==> src/rtl/alarm_mode_ctrl.sv <==
// Alarm clock mode controller: button-driven mode FSM, BCD alarm register with
// wrap-aware adjust, alarm match edge detection and ring auto-dismiss timer.
module alarm_mode_ctrl #(
    parameter int unsigned RING_SECS = 60
) (
    input  logic       clk,
    input  logic       rst,
    input  logic       up,
    input  logic       down,
    input  logic       left,
    input  logic       right,
    input  logic       center,
    input  logic       sec_tick,
    input  logic [1:0] th1,
    input  logic [3:0] th2,
    input  logic [2:0] tm1,
    input  logic [3:0] tm2,
    output logic       en_run,
    output logic       en_th,
    output logic       en_tm,
    output logic       updown,
    output logic [1:0] ah1,
    output logic [3:0] ah2,
    output logic [2:0] am1,
    output logic [3:0] am2,
    output logic       disp_alarm,
    output logic [2:0] mode,
    output logic       alarm_ring
);

    typedef enum logic [2:0] {
        S_N    = 3'b000,
        S_TH   = 3'b001,
        S_TM   = 3'b010,
        S_AH   = 3'b011,
        S_AM   = 3'b100,
        S_RING = 3'b101
    } state_t;

    localparam logic [7:0] RING_LAST = 8'(RING_SECS - 1);

    state_t     state_q, state_d;
    logic       en_run_q, en_run_d, en_th_q, en_th_d, en_tm_q, en_tm_d;
    logic       updown_q, updown_d, disp_q, disp_d, ring_q, ring_d;
    logic [1:0] ah1_q, ah1_d;
    logic [3:0] ah2_q, ah2_d;
    logic [2:0] am1_q, am1_d;
    logic [3:0] am2_q, am2_d;
    logic [7:0] ring_cnt_q, ring_cnt_d;
    logic       match_prev_q;
    logic       match, match_rise, any_btn, adj_up, adj_dn;

    function automatic logic [5:0] hour_step(input logic [1:0] tens, input logic [3:0] units,
                                             input logic inc);
        if (inc) begin
            if (tens == 2'd2 && units == 4'd3) return 6'h00;
            if (units == 4'd9) return {tens + 2'd1, 4'd0};
            return {tens, units + 4'd1};
        end
        if (tens == 2'd0 && units == 4'd0) return {2'd2, 4'd3};
        if (units == 4'd0) return {tens - 2'd1, 4'd9};
        return {tens, units - 4'd1};
    endfunction

    function automatic logic [6:0] min_step(input logic [2:0] tens, input logic [3:0] units,
                                            input logic inc);
        if (inc) begin
            if (tens == 3'd5 && units == 4'd9) return 7'h00;
            if (units == 4'd9) return {tens + 3'd1, 4'd0};
            return {tens, units + 4'd1};
        end
        if (tens == 3'd0 && units == 4'd0) return {3'd5, 4'd9};
        if (units == 4'd0) return {tens - 3'd1, 4'd9};
        return {tens, units - 4'd1};
    endfunction

    assign match      = (th1 == ah1_q) && (th2 == ah2_q) && (tm1 == am1_q) && (tm2 == am2_q);
    assign match_rise = match && !match_prev_q;
    assign any_btn    = up | down | left | right | center;
    assign adj_up     = up & ~(center | right | left);
    assign adj_dn     = down & ~(center | right | left | up);

    always_comb begin
        // NOTE: every signal written here gets a default first, so no path can infer a latch.
        state_d    = state_q;
        en_th_d    = 1'b0;
        en_tm_d    = 1'b0;
        updown_d   = updown_q;
        {ah1_d, ah2_d} = {ah1_q, ah2_q};
        {am1_d, am2_d} = {am1_q, am2_q};
        ring_cnt_d = ring_cnt_q;
        case (state_q)
            S_N: begin
                if (match_rise) begin
                    state_d    = S_RING;
                    ring_cnt_d = 8'd0;
                end else if (center) begin
                    state_d = S_TH;
                end
            end
            S_TH, S_TM, S_AH, S_AM: begin
                if (center) begin
                    state_d = S_N;
                end else if (right) begin
                    case (state_q)
                        S_TH:    state_d = S_TM;
                        S_TM:    state_d = S_AH;
                        S_AH:    state_d = S_AM;
                        default: state_d = S_TH;
                    endcase
                end else if (left) begin
                    case (state_q)
                        S_TH:    state_d = S_AM;
                        S_TM:    state_d = S_TH;
                        S_AH:    state_d = S_TM;
                        default: state_d = S_AH;
                    endcase
                end else if (adj_up || adj_dn) begin
                    case (state_q)
                        S_TH: begin
                            en_th_d  = 1'b1;
                            updown_d = adj_up;
                        end
                        S_TM: begin
                            en_tm_d  = 1'b1;
                            updown_d = adj_up;
                        end
                        S_AH:    {ah1_d, ah2_d} = hour_step(ah1_q, ah2_q, adj_up);
                        default: {am1_d, am2_d} = min_step(am1_q, am2_q, adj_up);
                    endcase
                end
            end
            S_RING: begin
                if (any_btn) begin
                    state_d = S_N;
                end else if (sec_tick) begin
                    if (ring_cnt_q >= RING_LAST) state_d = S_N;
                    else                         ring_cnt_d = ring_cnt_q + 8'd1;
                end
            end
            default: state_d = S_N;
        endcase
        // Mode-decoded outputs are registered from the next state so they align with mode.
        en_run_d = (state_d == S_N) || (state_d == S_RING);
        disp_d   = (state_d == S_AH) || (state_d == S_AM);
        ring_d   = (state_d == S_RING);
    end

    always_ff @(posedge clk or posedge rst) begin
        if (rst) begin
            state_q      <= S_N;
            en_run_q     <= 1'b1;
            en_th_q      <= 1'b0;
            en_tm_q      <= 1'b0;
            updown_q     <= 1'b0;
            disp_q       <= 1'b0;
            ring_q       <= 1'b0;
            ah1_q        <= '0;
            ah2_q        <= '0;
            am1_q        <= '0;
            am2_q        <= '0;
            ring_cnt_q   <= '0;
            match_prev_q <= 1'b1;
        end else begin
            // NOTE: non-blocking assignments so every register samples pre-edge values.
            state_q      <= state_d;
            en_run_q     <= en_run_d;
            en_th_q      <= en_th_d;
            en_tm_q      <= en_tm_d;
            updown_q     <= updown_d;
            disp_q       <= disp_d;
            ring_q       <= ring_d;
            ah1_q        <= ah1_d;
            ah2_q        <= ah2_d;
            am1_q        <= am1_d;
            am2_q        <= am2_d;
            ring_cnt_q   <= ring_cnt_d;
            match_prev_q <= match;
        end
    end

    assign en_run     = en_run_q;
    assign en_th      = en_th_q;
    assign en_tm      = en_tm_q;
    assign updown     = updown_q;
    assign ah1        = ah1_q;
    assign ah2        = ah2_q;
    assign am1        = am1_q;
    assign am2        = am2_q;
    assign disp_alarm = disp_q;
    assign mode       = state_q;
    assign alarm_ring = ring_q;

endmodule

==> config.mk <==
export PLATFORM = sky130hd
export DESIGN_NAME = alarm_mode_ctrl
export DESIGN_NICKNAME = d
export VERILOG_FILES = /design/src/rtl/alarm_mode_ctrl.sv
export SDC_FILE = /design/constraint.sdc
export NUM_CORES = 1
export LEC_CHECK = 0
export ABC_AREA = 1
export BUFFER_PORTS_ARGS = -buffer_cell sky130_fd_sc_hd__buf_4
export CORE_ASPECT_RATIO = 2
export CORE_MARGIN = 5
export CORE_UTILIZATION = 49
export CTS_CLUSTER_DIAMETER = 30
export DETAILED_ROUTE_END_ITERATION = 8
export HOLD_SLACK_MARGIN = 0.02
export PLACE_DENSITY = 0.72
export SLEW_MARGIN = 20
export SYNTH_ARGS = -nofsm -noshare
export SYNTH_HDL_FRONTEND = slang
export SYNTH_SLANG_ARGS = --single-unit
==> constraint.sdc <==
create_clock -name clk -period 3 [get_ports clk]
set_input_delay 0.6 -clock clk [delete_from_list [all_inputs] [get_ports clk]]
set_output_delay 0.6 -clock clk [all_outputs]
set_load 0.05 [all_outputs]
Word-level counts from Yosys, hierarchy flattened
Cells that the tools add are included.
Widths: inputs -> output; s select.
{ "word_totals": {"regBits": 31, "in_bits": 21, "output_inout_bits": 22, "word_cells": 230} }
{ "op_classes": {"n_addsub": 9, "magnitude_cmp": 1, "eq_ne": 21, "n_mux": 141, "bitwise_logic": 15, "reduce_logical": 30} }
{ "ops": {"columns": ["cell", "n"], "rows": [
  ["$mux 7", 16],
  ["$mux 6", 16],
  ["$mux 1", 93],
  ["$mux 8", 4],
  ["$pmux 3 s3", 3],
  ["$mux 3", 8],
  ["$reduce_and 6->1", 3],
  ["$pmux 8 s2", 1],
  ["$eq 3x3->1 const B", 5],
  ["$reduce_and 7->1", 2],
  ["$eq 3x2->1 const B", 3],
  ["$logic_not 3->1", 3],
  ["$add 4x1->4 const B", 2],
  ["$add 8x1->8 const B", 1],
  ["$eq 4x4->1", 2],
  ["$eq 4x4->1 const B", 2],
  ["$ge 8x6->1 const B", 1],
  ["$logic_and 1x1->1", 8],
  ["$logic_not 4->1", 2],
  ["$ne 2x2->1 const B", 4],
  ["$sub 4x1->4 const B", 2],
  ["$or 1x1->1", 7],
  ["$not 1->1", 6],
  ["$reduce_bool 3->1", 2],
  ["18 further kinds", 21]
]} }

Logic depth before layout (Yosys ltp)
{ "logic_depth": {"word_depth": 29, "mapped_depth": 11, "mapped_depth_nobuf": 11} }

Worst setup path after synthesis
Ideal clock, no wire load.
{ "synth_timing": {"kind": "register to register", "start": "reg am1_q[0], in the netlist am1[0]", "end": "reg am1_q[2], in the netlist am1[2]", "setup_time_ps": 123, "arrival_ps": 1666, "required_ps": 2877, "path_slack_ps": 1211, "stages_incl_launch_ff": 8, "path_buffers": 0, "period_less_slack_ps": 1789, "path_cell_list": "dfrtp_1 > inv_1 > ha_1 > or2_2 > a31oi_1 > o21ai_0 > inv_1 > o21ai_1"} }
{ "synth_between": {"elab_chain_cells": 17, "word_cells_on_any_way": 33, "cone_classes": "add/sub (2); eq/ne (1); mux (25); reduce/logical (5)"} }
{ "synth_rtl": {"columns": ["element", "line", "source"], "rows": [
  ["start: declaration", "47", "logic [2:0] am1_q, am1_d;"],
  ["start signal: assignment", "175", "am1_q <= am1_d;"],
  ["$eq 3x3->1", "68", "if (tens == 3'd5 && units == 4'd9) return 7'h00;"],
  ["$logic_and 1x1->1", "68", null],
  ["$mux 1", "68", null],
  ["$mux 1", "67", "if (inc) begin"],
  ["$mux 1", "119", "case (state_q)"],
  ["$mux 1", "118", "end else if (adj_up || adj_dn) begin"],
  ["$mux 1", "111", "end else if (left) begin"],
  ["$mux 1", "104", "end else if (right) begin"],
  ["$mux 1", "102", "if (center) begin"],
  ["$mux 1", "92", "case (state_q)"],
  ["$mux 7", "69", "if (units == 4'd9) return {tens + 3'd1, 4'd0};"],
  ["$mux 7", "67", null],
  ["$mux 7", "72", "if (tens == 3'd0 && units == 4'd0) return {3'd5, 4'd9};"],
  ["$mux 7", "73", "if (units == 4'd0) return {tens - 3'd1, 4'd9};"],
  ["$mux 7", "74", "return {tens, units - 4'd1};"],
  ["$mux 7", "73", null],
  ["$mux 7", "72", null]
]} }
Several ways; a longest one is shown, not always the timed one. The select of a mux whose other input is x is not followed.
A chain may end at the register's enable or synchronous reset.

Worst setup path in the final report
{ "layout_timing": {"start": "in right", "end": "reg am1_q[0], in the netlist am1[0]"} }
{ "layout_between": {"elab_chain_cells": 13, "word_cells_on_any_way": 19, "cone_classes": "mux (8); bitwise (8); reduce/logical (3)"} }
{ "layout_rtl": {"columns": ["element", "line", "source"], "rows": [
  ["start: declaration", "11", "input logic right,"],
  ["$or 1x1->1 (2 in a row)", "80, 81", null],
  ["$not 1->1", "80", "assign adj_up = up & ~(center | right | left);"],
  ["$and 1x1->1", "80", null],
  ["$mux 1", null, null],
  ["$mux 1", "119", null],
  ["$mux 1", "118", null],
  ["$mux 1", "111", null],
  ["$mux 1", "104", null],
  ["$mux 1", "102", null],
  ["$mux 1", "92", null],
  ["$reduce_bool 3->1 (no source line)", null, null],
  ["$reduce_and 7->1 (no source line)", null, null]
]} }
Several ways; a longest one is shown, not always the timed one. The select of a mux whose other input is x is not followed.

==> results.yml <==
outcome:
  run_status: "complete, no violations"
floorplan:
  start_util_pct: 50.7
  die_h_um: 108
  coreArea_um2: 4600
  die_x_um: 58.8
  die_area_um2: 6330
  rows: 35
  ioPinCount: 43
worst_setup_path:
  critical_path_required_ps: 3210
  rr_endpoint: "am1[2]"
  r2r-start: "am2[0]"
  crit_arrival_ps: 2130
  worstPathCellList: "buf_4 > inv_1 > nand3_1 > nor2_1 > nand2_1 > inv_1 > nor2_1 > nand4_2 > nand2_1 > o21ai_1"
  crit_slowest_cell: "nor2_1"
  cp-end-kind: "flop"
  critPathKind: "input pin to flop"
  worstPathMaxFanout: 11
  start_kind: "input pin"
  r2r_cells: 8
  critical-path-top-delay-family: "simple AND/OR/NAND/NOR gates"
  worst-path-buf-inv: 3
  critical_path.startpoint: "right"
  r2r_setup_slack_ps: 1200
  cpPeakStageDelay_ps: 550
sta:
  slew_violations: 0
  finClkSkew_ps: 2.99
  worstMarginPinSlew_ps: 692
  final.period_utilization_pct: 64.1
  fin_crit_ps: 1920
  hold_violations: 0
  relSlewSlack_pct: 53.7
  setup_tns_ps: 0
  rsz0062_at_grt: "no"
  max_freq_mhz: 520
  setup_viol_count_final: 0
logic_synthesis:
  synthTopCellsByCount: "105 x nand2_1, 54 x inv_1, 35 x nor2_1"
  ys_seq_elements: 31
  yosys_warnings: 0
  yosysSeqAreaShare_pct: 33.4
  yosysTopAreaCell: "dfrtp_1"
  ys_types: 33
  synthesis.area_um2: 2330
  synth_edf_count: 0
  yosysMostFrequentCell: "nand2_1"
  synthFlopType: "dfrtp_1"
  synth_cells: 343
  synth_area_leaders: "dfrtp_1 31%, nand2_1 17%, inv_1 8.7%"
  synthArstFlopShare_pct: 100
  yosysTopAreaCellShare_pct: 31.1
  synth_nets: 377
  syn_avg_cell_area_um2: 6.80
clock_tree:
  cts_tree: "built"
  numCtsBuffers: 5
  htreeDepth: 2
  clk_pin_slew_ps: 70
  clkLatencyLatePin_ps: 280
  cts-root-buf: "clkbuf_8"
  postCtsHoldBufs: 0
  post-cts-setup-buffer-count: 0
  cts_resized: 0
  ctsLongestPathBuffers: 2
  clkSinkCount: 31
pwr:
  power.leakage_nw: 1.55
  vdd_drop_max_v: 0.000396
  power.density_nw_per_um2: 628
  p_total_w: 0.00176
routing:
  vias: 2339
  firstDrtPassIters: 4
  ant_nets: 0
  wl_um: 6160
  vias_per_cell: 5.23
  wl_per_cell_um: 13.8
  drc: 0
  drt_iter0_markers: 82
final_layout:
  antennaDiodeCount: 0
  area_growth_pct: 20.2
  post-route-util_pct: 61.0
  nNetsFinal: 425
  drive_gt1_share_pct: 18.1
global_routing:
  grt_pass1_wl_um: 10200
  grt-ovfl-total: 0
  antenna_found_initial: 0
  grt_pass1_vias: 2342
  grt_max_degree: 32
  track_usage_pct: 21.0
placement:
  gp_routability_congestion: 0.877
  port-buffer-count: 42
  place_hpwl_um: 5010
flow_run:
  drv_cap: 0
hold_path:
  hp-class: "input pin to asynchronous set/reset pin"
==> metal layers <==
metal / global-route usage [%] / vias up / wire (um)
met5: 0 / - / 0
met4: 13.0 / 0 / 310
li1: - / 1172 / -
met2: 39.6 / 72 / 3590
met3: 3.24 / 22 / 248
met1: 19.9 / 1073 / 2020
==> flip-flops by register name, indices dropped and copies added, names as in the netlist <==
name / count
am1: 3
ah1: 2
ring_cnt_q: 8
en_tm: 1
mode: 3
match_prev_q: 1
alarm_ring: 1
am2: 4
ah2: 4
updown: 1
disp_alarm: 1
en_run: 1
en_th: 1
==> how the worst max path moves through the flow <==
stage / endpoint / slack, ps / cells past startpoint
after floorplan: am1[2] / 1210 / 7
after global placement: am1[1] / 920 / 9
after detailed placement: am1[1] / 830 / 10
after CTS: am1[1] / 1110 / 10
after global routing: ah2[3] / 890 / 8
final: am1[0] / 1080 / 10
==> metrics by stage <==
stage	setup slack, ps	hold WS (ps)	cell area (um2)	std cells
after global routing	893	455	2800	447
final	1080	411	2800	447
after CTS	1110	422	2800	447
after floorplan	1210	468	2330	343
after global placement	923	477	2710	439
after detailed placement	829	484	2710	439
==> cell families after synthesis <==
| family | after synthesis | synth area share, % |
|---|---|---|
| buf+inv | 64 | 10.5 |
| simple gates | 186 | 36.0 |
| xor+xnor | 9 | 3.38 |
| flops | 31 | 33.4 |
| fa+ha+maj | 13 | 6.97 |
| compound gates | 40 | 9.81 |
==> area by class of cell <==
class	instances	area (um2)
clock buffer	7	86.3
tap	55	68.8
clock inverter	1	5.00
fill	455	1790
inverter	62	233
sequential	31	778
timing repair buffer	43	323
multi-input combinational	248	1310
==> layout by cell type, fill, tap and decap left out <==
cell type  count
nor2_4         2
a31oi_1        1
nand4_2        2
nor3_1         2
xor2_1         6
buf_4         43
nand3_2        3
nand2_1      105
or2_2          1
a21oi_1        9
dfstp_2        2
o21ai_1        3
nor3_4         1
o211ai_1       1
nand2_4        2
nor4_1         1
nand4_1        6
clkbuf_1       1
clkbuf_8       6
dfrtp_1       29
nand3_1       23
inv_1         54
o31ai_1        1
ha_1          13
clkinv_2       1
a21o_1         1
nand3b_1       3
inv_2          8
o21ai_0       17
xnor2_1        3
o221ai_1       2
o22ai_1        1
a2bb2oi_1      1
nor2_1        35
a22oi_1        3
==> power by group <==
part | internal [W] | switching (W) | leakage (nW)
Clock | 0.000185 | 0.000156 | 0.0482
Sequential | 0.000481 | 0.0000829 | 0.389
Combinational | 0.000254 | 0.000602 | 1.11
Total | 0.000920 | 0.000841 | 1.55
==> worst min-delay path: stages <==
cell and delay, ps:
buf_4 100, inv_1 40, buf_4 360
Note: power is estimated with default switching activity, not from simulation.
